`src/rtl/oam_dma_if.sv`:
```
// CPU-write, source-read and OAM-write signals of the OAM DMA engine.
// Latency: none, this is wiring only.
// Backpressure: none; the read side has a fixed latency and the OAM side always accepts.
interface oam_dma_if;
    logic        iCpuWe;
    logic [15:0] iCpuAddr;
    logic [7:0]  iCpuData;
    logic [7:0]  oDmaReg;
    logic        oDmaActive;
    logic        oDmaReadRequest;
    logic [15:0] oDmaReadAddr;
    logic [7:0]  iDmaReadData;
    logic        oOamWe;
    logic [7:0]  oOamAddr;
    logic [7:0]  oOamData;
    logic        oDone;

    // DMA engine side
    modport master (
        input  iCpuWe, iCpuAddr, iCpuData, iDmaReadData,
        output oDmaReg, oDmaActive, oDmaReadRequest, oDmaReadAddr,
               oOamWe, oOamAddr, oOamData, oDone
    );

    // CPU / memory / OAM side
    modport slave (
        output iCpuWe, iCpuAddr, iCpuData, iDmaReadData,
        input  oDmaReg, oDmaActive, oDmaReadRequest, oDmaReadAddr,
               oOamWe, oOamAddr, oOamData, oDone
    );
endinterface

```
`src/rtl/oam_dma.sv`:
```
// OAM DMA: an FF46 write copies OAM_BYTES bytes from the selected source page into OAM.
// Latency: first read in the cycle after the trigger edge; each OAM write trails its read by READ_LATENCY.
// Backpressure: none; one read per cycle into fixed-latency memory, a new FF46 write restarts the copy.
module oam_dma #(
    parameter int OAM_BYTES    = 160,
    parameter int READ_LATENCY = 1
) (
    input logic       iClock,
    input logic       iReset,
    oam_dma_if.master bus
);

    typedef enum logic [1:0] {
        S_IDLE  = 2'd0,
        S_XFER  = 2'd1,
        S_DRAIN = 2'd2
    } state_t;

    localparam logic [7:0] LAST_IDX = 8'(OAM_BYTES - 1);

    state_t state_q, state_d;
    logic [7:0]  idx_q, idx_d;
    logic [7:0]  dma_reg_q, dma_reg_d;
    logic [7:0]  page_d;

    // Read-tag pipeline: one {valid, index} per outstanding read, aligned with the memory latency.
    logic [READ_LATENCY-1:0]       pvld_q, pvld_d;
    logic [READ_LATENCY-1:0][7:0]  pidx_q, pidx_d;

    logic        req_q, req_d;
    logic [15:0] raddr_q, raddr_d;
    logic        active_q, active_d;
    logic        done_q, done_d;

    logic        trigger;
    logic        last_wr;

    // Next-state, pipeline advance and registered-output next values
    always_comb begin
        state_d   = state_q;
        idx_d     = idx_q;
        dma_reg_d = dma_reg_q;
        pvld_d    = '0;
        pidx_d    = '0;

        trigger = bus.iCpuWe && (bus.iCpuAddr == 16'hFF46);
        last_wr = pvld_q[READ_LATENCY-1] && (pidx_q[READ_LATENCY-1] == LAST_IDX);

        // Each XFER cycle issues a read whose index enters stage 0.
        pvld_d[0] = (state_q == S_XFER);
        pidx_d[0] = idx_q;
        for (int i = 1; i < READ_LATENCY; i++) begin
            pvld_d[i] = pvld_q[i-1];
            pidx_d[i] = pidx_q[i-1];
        end

        case (state_q)
            S_IDLE: ;
            S_XFER: begin
                // Index saturates at the last byte; the next cycle starts draining.
                if (idx_q == LAST_IDX) begin
                    state_d = S_DRAIN;
                end else begin
                    idx_d = idx_q + 8'd1;
                end
            end
            S_DRAIN: begin
                // Draining ends with the final OAM write.
                if (last_wr) begin
                    state_d = S_IDLE;
                end
            end
            default: state_d = S_IDLE;
        endcase

        // A completion pulse follows the final write unless a restart lands on it.
        done_d = last_wr;

        // FF46 write wins over everything: reload, flush pending writes, start over.
        if (trigger) begin
            dma_reg_d = bus.iCpuData;
            state_d   = S_XFER;
            idx_d     = '0;
            pvld_d    = '0;
            done_d    = 1'b0;
        end

        // Pages E0..FF alias the work-RAM echo back down to C0..DF.
        page_d   = (dma_reg_d <= 8'hDF) ? dma_reg_d : (dma_reg_d - 8'h20);
        req_d    = (state_d == S_XFER);
        raddr_d  = {page_d, idx_d};
        active_d = (state_d != S_IDLE);
    end

    // FSM state, index and source-page register
    always_ff @(posedge iClock or negedge iReset) begin
        if (!iReset) begin
            state_q   <= S_IDLE;
            idx_q     <= '0;
            dma_reg_q <= 8'hFF;
        end else begin
            state_q   <= state_d;
            idx_q     <= idx_d;
            dma_reg_q <= dma_reg_d;
        end
    end

    // Read-tag shift pipeline
    always_ff @(posedge iClock or negedge iReset) begin
        if (!iReset) begin
            pvld_q <= '0;
            pidx_q <= '0;
        end else begin
            pvld_q <= pvld_d;
            pidx_q <= pidx_d;
        end
    end

    // Registered request, address, activity and completion outputs
    always_ff @(posedge iClock or negedge iReset) begin
        if (!iReset) begin
            req_q    <= 1'b0;
            raddr_q  <= '0;
            active_q <= 1'b0;
            done_q   <= 1'b0;
        end else begin
            req_q    <= req_d;
            raddr_q  <= raddr_d;
            active_q <= active_d;
            done_q   <= done_d;
        end
    end

    assign bus.oDmaReg         = dma_reg_q;
    assign bus.oDmaActive      = active_q;
    assign bus.oDmaReadRequest = req_q;
    assign bus.oDmaReadAddr    = raddr_q;
    assign bus.oOamWe          = pvld_q[READ_LATENCY-1];
    assign bus.oOamAddr        = pidx_q[READ_LATENCY-1];
    assign bus.oOamData        = bus.iDmaReadData;
    assign bus.oDone           = done_q;

endmodule

```
`src/flat_wrapper.sv`:
```
// flat-port wrapper written by rule: the top's interface ports become plain ports
module oam_dma_flat 
#(
    parameter int OAM_BYTES    = 160,
    parameter int READ_LATENCY = 1
)
  (iClock, iReset, bus_iCpuWe, bus_iCpuAddr, bus_iCpuData, bus_iDmaReadData, bus_oDmaReg, bus_oDmaActive, bus_oDmaReadRequest, bus_oDmaReadAddr, bus_oOamWe, bus_oOamAddr, bus_oOamData, bus_oDone);
  oam_dma_if bus_i ();
  input logic iClock;
  input logic iReset;
  input wire logic [$bits(bus_i.iCpuWe)-1:0] bus_iCpuWe;
  input wire logic [$bits(bus_i.iCpuAddr)-1:0] bus_iCpuAddr;
  input wire logic [$bits(bus_i.iCpuData)-1:0] bus_iCpuData;
  input wire logic [$bits(bus_i.iDmaReadData)-1:0] bus_iDmaReadData;
  output wire logic [$bits(bus_i.oDmaReg)-1:0] bus_oDmaReg;
  output wire logic [$bits(bus_i.oDmaActive)-1:0] bus_oDmaActive;
  output wire logic [$bits(bus_i.oDmaReadRequest)-1:0] bus_oDmaReadRequest;
  output wire logic [$bits(bus_i.oDmaReadAddr)-1:0] bus_oDmaReadAddr;
  output wire logic [$bits(bus_i.oOamWe)-1:0] bus_oOamWe;
  output wire logic [$bits(bus_i.oOamAddr)-1:0] bus_oOamAddr;
  output wire logic [$bits(bus_i.oOamData)-1:0] bus_oOamData;
  output wire logic [$bits(bus_i.oDone)-1:0] bus_oDone;
  assign bus_i.iCpuWe = bus_iCpuWe;
  assign bus_i.iCpuAddr = bus_iCpuAddr;
  assign bus_i.iCpuData = bus_iCpuData;
  assign bus_i.iDmaReadData = bus_iDmaReadData;
  assign bus_oDmaReg = bus_i.oDmaReg;
  assign bus_oDmaActive = bus_i.oDmaActive;
  assign bus_oDmaReadRequest = bus_i.oDmaReadRequest;
  assign bus_oDmaReadAddr = bus_i.oDmaReadAddr;
  assign bus_oOamWe = bus_i.oOamWe;
  assign bus_oOamAddr = bus_i.oOamAddr;
  assign bus_oOamData = bus_i.oOamData;
  assign bus_oDone = bus_i.oDone;
  oam_dma #(.OAM_BYTES(OAM_BYTES), .READ_LATENCY(READ_LATENCY)) u_core (.iClock(iClock), .iReset(iReset), .bus(bus_i));
endmodule
```
`config.mk`:
```
export PLATFORM = sky130hd
export DESIGN_NAME = oam_dma_flat
export DESIGN_NICKNAME = d
export VERILOG_FILES = /design/src/rtl/oam_dma_if.sv /design/src/rtl/oam_dma.sv /design/src/flat_wrapper.sv
export SDC_FILE = /design/constraint.sdc
export NUM_CORES = 1
export LEC_CHECK = 0
export CORE_MARGIN = 4
export CORE_UTILIZATION = 40
export DETAILED_ROUTE_END_ITERATION = 16
export GPL_TIMING_DRIVEN = 0
export PLACE_DENSITY = 0.8
export SKIP_CTS_REPAIR_TIMING = 1
export SLEW_MARGIN = 15
export SYNTH_ARGS = -nofsm -noshare
export SYNTH_HDL_FRONTEND = slang
export SYNTH_SLANG_ARGS = --single-unit
```
`constraint.sdc`:
```
create_clock -name iClock -period 2.1 [get_ports iClock]
set_input_delay 0.315 -clock iClock [delete_from_list [all_inputs] [get_ports iClock]]
set_output_delay 0.315 -clock iClock [all_outputs]
set_load 0.02 [all_outputs]
```
==> flow_summary_export.csv, run 1 <==
group,metric,value,unit
status,status,"completed",
setup_path,cp-start-kind,"input pin",
floorplan,die_x,71.4,um
yosys,synthArstFlopShare,100,%
layout,fin_cells,261,
cts,htreeDepth,2,
global_routing,grt_max_degree,39,
floorplan,ios,79,
sta,slew_viol_final,0,
yosys,yosys_warnings,0,
yosys,yosysTopAreaCellShare,46.7,%
worst_hold_path,min_path_type,"flip-flop to flip-flop",
yosys,synth_flop_cell,"dfrtp_1",
setup_path,worstPathArrival,2.16,ns
yosys,synth_edf_count,0,
cts,cts_buffer_depth,2,
sta,tns,0,ns
yosys,ys_types,29,
detailed_routing,drt_wl_total,4030,um
cts,cts_tree,"yes",
power_and_ir_drop,cellPowerDensity,568,nW/um^2
cts,clk_pin_slew,0.07,ns
cts,numCtsBuffers,5,
global_routing,grt_pass1_wl,6030,um
power_and_ir_drop,peakVddDrop,418,uV
layout,layout-area-overhead-vs-synth,60.2,%
detailed_routing,ant_nets,0,
layout,final_common_cell,"clkdlybuf4s50_1",
yosys,yosysTopAreaCell,"dfrtp_1",
floorplan,core,3770,um^2
yosys,ys_ff_latch,38,
global_routing,met3_usage,5.05,%
global_routing,use_met2,26.1,%
setup_path,worstSetupPathType,"input pin to flip-flop",
layout,final_layout_size_suffix_gt1_share,20.2,%
yosys,synth_nets,166,
floorplan,rows,22,
global_routing,track_usage,15.2,%
cts,cts_sinks,38,
global_routing,grt_overflow,0,
floorplan,start_util,42.7,%
detailed_routing,avgViaCountPerCell,5.15,
detailed_routing,avgRoutedWirePerCell,15.4,um
detailed_routing,drc,0,
sta,min_period_over_period,93.4,%
sta,max_freq,510,MHz
yosys,synthTopCellsByArea,"dfrtp_1 47%, dfstp_2 13%, mux2i_1 4.4%, buf_4 3.7%, mux2_4 3.7%",
place,gp_congestion,0.823,
sta,period_needed,1.96,ns
power_and_ir_drop,total_power,1.46,mW
cts,cts_root_buffer,"clkbuf_8",
yosys,yosysSeqAreaShare,59.7,%
floorplan,die_h,71.4,um
flow_run,maxCapViolations,0,
sta,fin_skew,0.00380,ns
sta,rsz0062_at_grt,"no",
detailed_routing,drt_pre_antenna_iters,4,
setup_path,cp-end-kind,"flip-flop",
detailed_routing,drt-initial-drc-count,56,
setup_path,worstPathRequired,2.30,ns
yosys,syn-cell-area,1610,um^2
sta,final_hold_viol_count,0,
power_and_ir_drop,p_leak,1.21,nW
place,dp_cells,248,
floorplan,die_area,5100,um^2
sta,tightest_slew,0.487,ns
layout,final_core_util,68.3,%
yosys,syn_inst,129,
sta,setup_viol,0,
global_routing,use_met1,16.7,%
layout,final_cell_mix,"57 x clkdlybuf4s50_1, 30 x dfrtp_1, 13 x buf_4",
place,port_buffers,70,
global_routing,antenna_found_initial,0,
yosys,syn_area_per_cell,12.5,um^2
cts,clk_latency,0.27,ns
setup_path,path_max_fanout,5,
place,dpl.hpwl,2830,um
layout,diodes,0,
layout,final_nets,249,
detailed_routing,num_vias,1345,
global_routing,first_global_vias,1367,
global_routing,gr-max-usage-layer,"met2",
sta,max_slew_margin,67.3,%
kinds of logic after synthesis:
group / Yosys count / synth area share [%]
xor+xnor: 5 / 2.72
simple gates: 52 / 17.9
flops: 38 / 59.7
fa+ha+maj: 2 / 1.55
mux: 15 / 10.9
buf+inv: 10 / 4.74
compound gates: 7 / 2.49
path summary, 6_finish.rpt:
| kind | startpoint | endpoint | slack, ns | cells after the start |
|---|---|---|---|---|
| min in group asynchronous | iReset | u_core.bus.oDmaReadAddr[12] | 0.53 | 3 |
| hold / removal | u_core.bus.oDmaReadAddr[7] | u_core.bus.oOamAddr[7] | 0.47 | 0 |
| setup / recovery | bus_iCpuAddr[15] | u_core.bus.oDmaReadAddr[14] | 0.14 | 8 |
| max in group asynchronous | iReset | u_core.bus.oDmaReg[2] | 1.33 | 3 |
| hold reg to reg | u_core.bus.oDmaReadAddr[7] | u_core.bus.oOamAddr[7] | 0.47 | 0 |
| setup reg to reg | u_core.idx_q[0] | u_core.idx_q[1] | 0.18 | 5 |
layer usage:
layer  wire length (um)  up-vias
met5                  0        -
met2               2020       79
li1                   -      610
met1               1530      652
met3                409        4
met4                 61        0
worst max-delay path: stages:
cell	delay, ns
clkdlybuf4s50_1	0.47
nand3_1	0.16
or3_4	0.47
mux2i_1	0.14
ha_1	0.32
nand3_1	0.09
nand2_1	0.06
mux2i_1	0.13
sequential cells by signal, summed over array words and instances, names as in the netlist:
signal / count
u_core.bus.oDmaReadAddr: 9
u_core.bus.oDmaReg: 8
u_core.bus.oOamAddr: 8
u_core.idx_q: 7
u_core.state_q: 2
u_core.bus.oDmaActive: 1
u_core.bus.oDmaReadRequest: 1
u_core.bus.oDone: 1
u_core.bus.oOamWe: 1
through the flow:
stage	cell area, um^2	hold WS [ns]	setup WS (ns)
after global placement	2370	0.438	-0.524
after global routing	2580	0.489	0.0492
after floorplan	1610	0.0194	0.0340
final	2580	0.470	0.138
after CTS	2490	-0.0102	-0.267
after detailed placement	2380	0.295	-0.556
where the power goes:
group | switching [mW] | internal [mW] | leakage [nW]
clock network | 0.219 | 0.355 | 0.0524
logic | 0.0611 | 0.0844 | 0.743
registers | 0.00622 | 0.738 | 0.419
layout make-up:
cell class | count | area (um^2)
fillers | 272 | 1190
flip-flops and latches | 38 | 961
repair buffers | 77 | 793
multi-input cells | 81 | 592
clock buffers | 7 | 76.3
plain buffers | 9 | 65.1
well taps | 48 | 60.1
clock inverters | 1 | 30.0
synthesized netlist by cell type, drive strengths merged, types with 2 or more instances:
cell	number
a21oi	2
and3	3
buf	10
dfrtp	30
dfstp	8
ha	2
mux2	8
mux2i	7
nand2	12
nand3	7
nand3b	3
nand4	5
nor2	10
nor3	3
nor4bb	2
o211ai	2
o21ai	3
or3	3
xnor2	2
xor2	3
Power figures use the tool's default switching activity.
==> inputs of run 2 (changes only) <==
--- a/config.mk
+++ b/config.mk
@@ -5,7 +5,6 @@
 export SDC_FILE = /design/constraint.sdc
 export NUM_CORES = 1
 export LEC_CHECK = 0
-export CORE_MARGIN = 4
 export CORE_UTILIZATION = 40
 export DETAILED_ROUTE_END_ITERATION = 16
 export GPL_TIMING_DRIVEN = 0
==> flow_summary_export.csv, run 2 (synthesized netlist as in run 1, its figures left out) <==
group,metric,value,unit
floorplan,die_x,65.4,um
global_routing,antenna_found_initial,0,
place,gp_congestion,0.825,
place,dpl.hpwl,2670,um
cts,cts_sinks,38,
detailed_routing,drt_wl_total,3690,um
power_and_ir_drop,peakVddDrop,351,uV
cts,clk_latency,0.28,ns
layout,final_nets,247,
place,port_buffers,70,
detailed_routing,drt_pre_antenna_iters,4,
sta,final_hold_viol_count,0,
setup_path,path_buf_inv,1,
status,status,"completed",
setup_path,cp_top_family,"simple AND/OR/NAND/NOR gates",
sta,max_freq,488,MHz
layout,layout-area-overhead-vs-synth,57.6,%
sta,min_period_over_period,97.5,%
cts,clk_pin_slew,0.07,ns
detailed_routing,num_vias,1282,
power_and_ir_drop,cellPowerDensity,535,nW/um^2
sta,tightest_slew,0.488,ns
setup_path,cp_slowest_stage_delay,0.54,ns
cts,cts_root_buffer,"clkbuf_8",
setup_path,path_max_fanout,4,
floorplan,ios,79,
layout,largest_reg_flops,9,
power_and_ir_drop,p_leak,1.16,nW
floorplan,die_h,65.4,um
detailed_routing,ant_nets,0,
cts,cts_tree,"yes",
floorplan,core,3770,um^2
detailed_routing,drt-initial-drc-count,36,
global_routing,grt_overflow,0,
place,dp_cells,248,
floorplan,rows,22,
sta,period_needed,2.05,ns
global_routing,use_met2,31.6,%
setup_path,slowest_stage,"or4_4",
layout,final_common_cell,"clkdlybuf4s50_1",
floorplan,start_util,42.7,%
setup_path,worstSetupPathType,"input pin to flip-flop",
layout,fin_area,2540,um^2
cts,numCtsBuffers,5,
sta,setup_viol,0,
place,placed_area,2380,um^2
global_routing,track_usage,18.3,%
global_routing,grt_max_degree,32,
setup_path,worstPathRequired,2.30,ns
global_routing,first_global_vias,1299,
global_routing,grt_pass1_wl,5760,um
sta,fin_skew,0.00698,ns
floorplan,die_area,4280,um^2
global_routing,gr-max-usage-layer,"met2",
setup_path,worstPathArrival,2.25,ns
detailed_routing,drc,0,
detailed_routing,avgRoutedWirePerCell,14.3,um
layout,diodes,0,
global_routing,met3_usage,4.51,%
cts,cts_buffer_depth,2,
setup_path,path_cells,"buf_6 > nand4_1 > or4_4 > or3_4 > mux2i_2 > ha_1 > nand3_1 > nand2_1 > mux2i_1",
worst_hold_path,min_path_type,"input pin to asynchronous set/reset pin",
cts,htreeDepth,2,
setup_path,cp-end-kind,"flip-flop",
setup_path,cp-start-kind,"input pin",
sta,max_slew_margin,67.4,%
layout,final_cell_mix,"57 x clkdlybuf4s50_1, 30 x dfrtp_1, 12 x nand2_1",
detailed_routing,avgViaCountPerCell,4.95,
global_routing,use_met1,20.8,%
flow_run,maxCapViolations,0,
layout,final_layout_size_suffix_gt1_share,22.7,%
sta,slew_viol_final,0,
layout,fin_cells,259,
==> run 2: cell count changes in the layout (fill, tap and decap cells not counted), sizes merged <==
cell | previous run | this run
bufinv | 1 | 0
buf | 16 | 17
dlymetal6s2s | 12 | 8
clkinv | 0 | 2
==> run 2: through the flow <==
| stage | hold slack [ns] | setup TNS (ns) | total power, mW | utilization (%) | worst slack (ns) |
|---|---|---|---|---|---|
| floorplan | 0.0194 | 0 | 0.801 | - | 0.0340 |
| global placement | 0.435 | -4.45 | 0.894 | 62.8 | -0.527 |
| detailed placement | 0.174 | -4.60 | 0.901 | 63.2 | -0.575 |
| CTS | -0.132 | -0.584 | 1.37 | 65.4 | -0.324 |
| global route | 0.433 | -0.00675 | 1.41 | 67.3 | -0.00675 |
| finish | 0.408 | 0 | 1.36 | 67.3 | 0.0516 |
==> run 2: worst reg2reg max path, stage by stage (launching register included) <==
cell	delay (ns)
dfrtp_1	0.47
ha_1	0.24
nand4_1	0.24
o21ai_1	0.46
mux2i_1	0.24
nor2_1	0.06
==> run 2: path summary, 6_finish.rpt <==
path                            depth (start not counted)                          end                  startpoint  slack, ns
worst max-delay path                                    9  u_core.bus.oDmaReadAddr[14]            bus_iCpuAddr[12]       0.05
worst min-delay path                                    2  u_core.bus.oDmaReadAddr[12]                      iReset       0.41
worst max register to register                          5              u_core.idx_q[1]             u_core.idx_q[0]       0.29
worst min register to register                          0       u_core.bus.oOamAddr[7]  u_core.bus.oDmaReadAddr[7]       0.46
max in group asynchronous                               3        u_core.bus.oDmaReg[1]                      iReset       1.21
min in group iClock                                     4             u_core.bus.oDone             bus_iCpuAddr[7]       0.44
==> run 2: layout make-up <==
cell class | instances | area [um^2]
flip-flops and latches | 38 | 961
multi-input cells | 81 | 601
repair buffers | 75 | 767
fillers | 274 | 1230
well taps | 48 | 60.1
clock buffers | 6 | 72.6
plain buffers | 9 | 65.1
clock inverters | 2 | 10.0
==> run 2: layer usage <==
layer / share of wire, % / vias to the layer above
li1: - / 607
met1: 40 / 604
met2: 51 / 69
met3: 8.0 / 2
met4: 1.1 / 0
met5: 0 / -
==> run 2: report_power, final <==
group          switching, mW  internal (mW)
clock network          0.237          0.230
registers            0.00604          0.738
logic                 0.0604         0.0854
total                  0.303           1.05
==> inputs of run 3 (changes only) <==
--- a/config.mk
+++ b/config.mk
@@ -9,6 +9,7 @@
 export DETAILED_ROUTE_END_ITERATION = 16
 export GPL_TIMING_DRIVEN = 0
 export PLACE_DENSITY = 0.8
+export REMOVE_ABC_BUFFERS = 1
 export SKIP_CTS_REPAIR_TIMING = 1
 export SLEW_MARGIN = 15
 export SYNTH_ARGS = -nofsm -noshare
==> flow_summary_export.csv, run 3 (synthesized netlist as in run 1, its figures left out) <==
group,metric,value,unit
power_and_ir_drop,peakVddDrop,399,uV
detailed_routing,drc,0,
sta,hold_slack,0.426,ns
detailed_routing,avgViaCountPerCell,5.15,
detailed_routing,drt-initial-drc-count,43,
global_routing,grt_overflow,0,
setup_path,worstSetupPathType,"input pin to flip-flop",
floorplan,die_x,65.4,um
layout,final_cell_mix,"49 x clkdlybuf4s50_1, 30 x dfrtp_1, 12 x nand2_1, 12 x dlymetal6s2s_1, 10 x nor2_1",
cts,numCtsBuffers,5,
global_routing,track_usage,19.2,%
layout,fin_area,2420,um^2
power_and_ir_drop,total_power,1.42,mW
floorplan,start_util,42.7,%
sta,period_needed,2.00,ns
sta,slew_viol_final,0,
cts,cts_buffer_depth,2,
global_routing,antenna_found_initial,0,
cts,clk_latency,0.28,ns
sta,min_period_over_period,95.0,%
power_and_ir_drop,p_leak,1.14,nW
power_and_ir_drop,cellPowerDensity,585,nW/um^2
layout,layout-area-overhead-vs-synth,50.5,%
cts,cts_tree,"yes",
layout,diodes,0,
place,placed_area,2230,um^2
status,status,"completed",
place,port_buffers,62,
worst_hold_path,min_path_type,"input pin to asynchronous set/reset pin",
floorplan,die_h,65.4,um
setup_path,path_cells,"clkdlybuf4s50_1 > nand3_1 > or3_4 > mux2i_1 > ha_1 > nand3_1 > nand2_1 > mux2i_1",
detailed_routing,ant_nets,0,
global_routing,grt_pass1_wl,6070,um
floorplan,die_area,4280,um^2
detailed_routing,num_vias,1246,
layout,final_nets,230,
global_routing,first_global_vias,1270,
floorplan,ios,79,
detailed_routing,drt_pre_antenna_iters,4,
setup_path,path_max_fanout,5,
sta,final_hold_viol_count,0,
floorplan,rows,22,
detailed_routing,drt_wl_total,3680,um
setup_path,cp_slowest_stage_delay,0.48,ns
setup_path,worstPathRequired,2.24,ns
cts,clk_pin_slew,0.07,ns
setup_path,reg2regPathDepth,5,
setup_path,cp-start-kind,"input pin",
sta,rsz0062_at_grt,"no",
sta,max_slew_margin,46.3,%
setup_path,slowest_stage,"or3_4",
layout,final_layout_size_suffix_gt1_share,17.5,%
sta,tightest_slew,0.802,ns
layout,largest_reg_flops,9,
sta,max_freq,501,MHz
flow_run,maxCapViolations,0,
floorplan,core,3770,um^2
cts,cts_root_buffer,"clkbuf_8",
place,dpl.hpwl,2690,um
cts,htreeDepth,2,
cts,cts_sinks,38,
global_routing,grt_max_degree,30,
setup_path,cp-end-kind,"flip-flop",
place,gp_congestion,0.740,
sta,fin_skew,0.00245,ns
sta,setup_viol,0,
sta,tns,0,ns
detailed_routing,avgRoutedWirePerCell,15.2,um
setup_path,worstPathArrival,2.13,ns
layout,final_common_cell,"clkdlybuf4s50_1",
==> run 3: cell count changes in the layout (fill, tap and decap cells not counted), moves of 2 or more <==
cell / before / now
clkbuf_8: 5 / 8
dlymetal6s2s_1: 8 / 12
clkdlybuf4s50_1: 57 / 49
clkinv_2: 2 / 0
buf_4: 11 / 3
buf_6: 3 / 0
==> run 3: metal layers <==
| layer | global-route usage, % | share of wire (%) |
|---|---|---|
| met4 | 9.51 | 2.5 |
| met3 | 6.94 | 6.3 |
| met2 | 31.6 | 51 |
| met1 | 21.9 | 40 |
| met5 | 0 | 0 |
==> run 3: final cells by class <==
cell class                      instances  area (um^2)
Clock buffer                            8          110
Fill cell                             256         1350
Timing Repair Buffer                   67          698
Tap cell                               48         60.1
Multi-Input combinational cell         81          592
Sequential cell                        38          961
==> run 3: power breakdown <==
part	internal, mW	switching [mW]
sequential	0.738	0.00598
clock	0.331	0.235
combinational	0.0615	0.0445
total	1.13	0.286
==> run 3: metrics by stage <==
stage                     worst slack (ns)  util, %  cells
final                                0.104     64.2    242
after global routing               0.00923     64.2    242
after CTS                           -0.394     62.0    238
after detailed placement            -0.706     59.1    230
after global placement              -0.624     58.7    229
after floorplan                    -0.0468        -    119
==> run 3: path summary, 6_finish.rpt <==
kind,from,end,slack [ns]
worst max-delay path,bus_iCpuAddr[15],u_core.bus.oDmaReadAddr[14],0.10
worst min-delay path,iReset,u_core.bus.oDmaReadAddr[11],0.43
worst max register to register,u_core.idx_q[0],u_core.idx_q[1],0.23
worst min register to register,u_core.bus.oDmaReadAddr[7],u_core.bus.oOamAddr[7],0.47
max in group asynchronous,iReset,u_core.bus.oDmaReg[4],1.18
min in group iClock,u_core.bus.oDmaReadAddr[7],u_core.bus.oOamAddr[7],0.47
==> run 3: worst max-delay path, delay by kind of cell <==
family,cells,cell delay [ns]
AND/OR/NAND/NOR,4,0.80
buffers and inverters,1,0.47
adder cells (fa/ha/maj),1,0.32
multiplexers,2,0.21
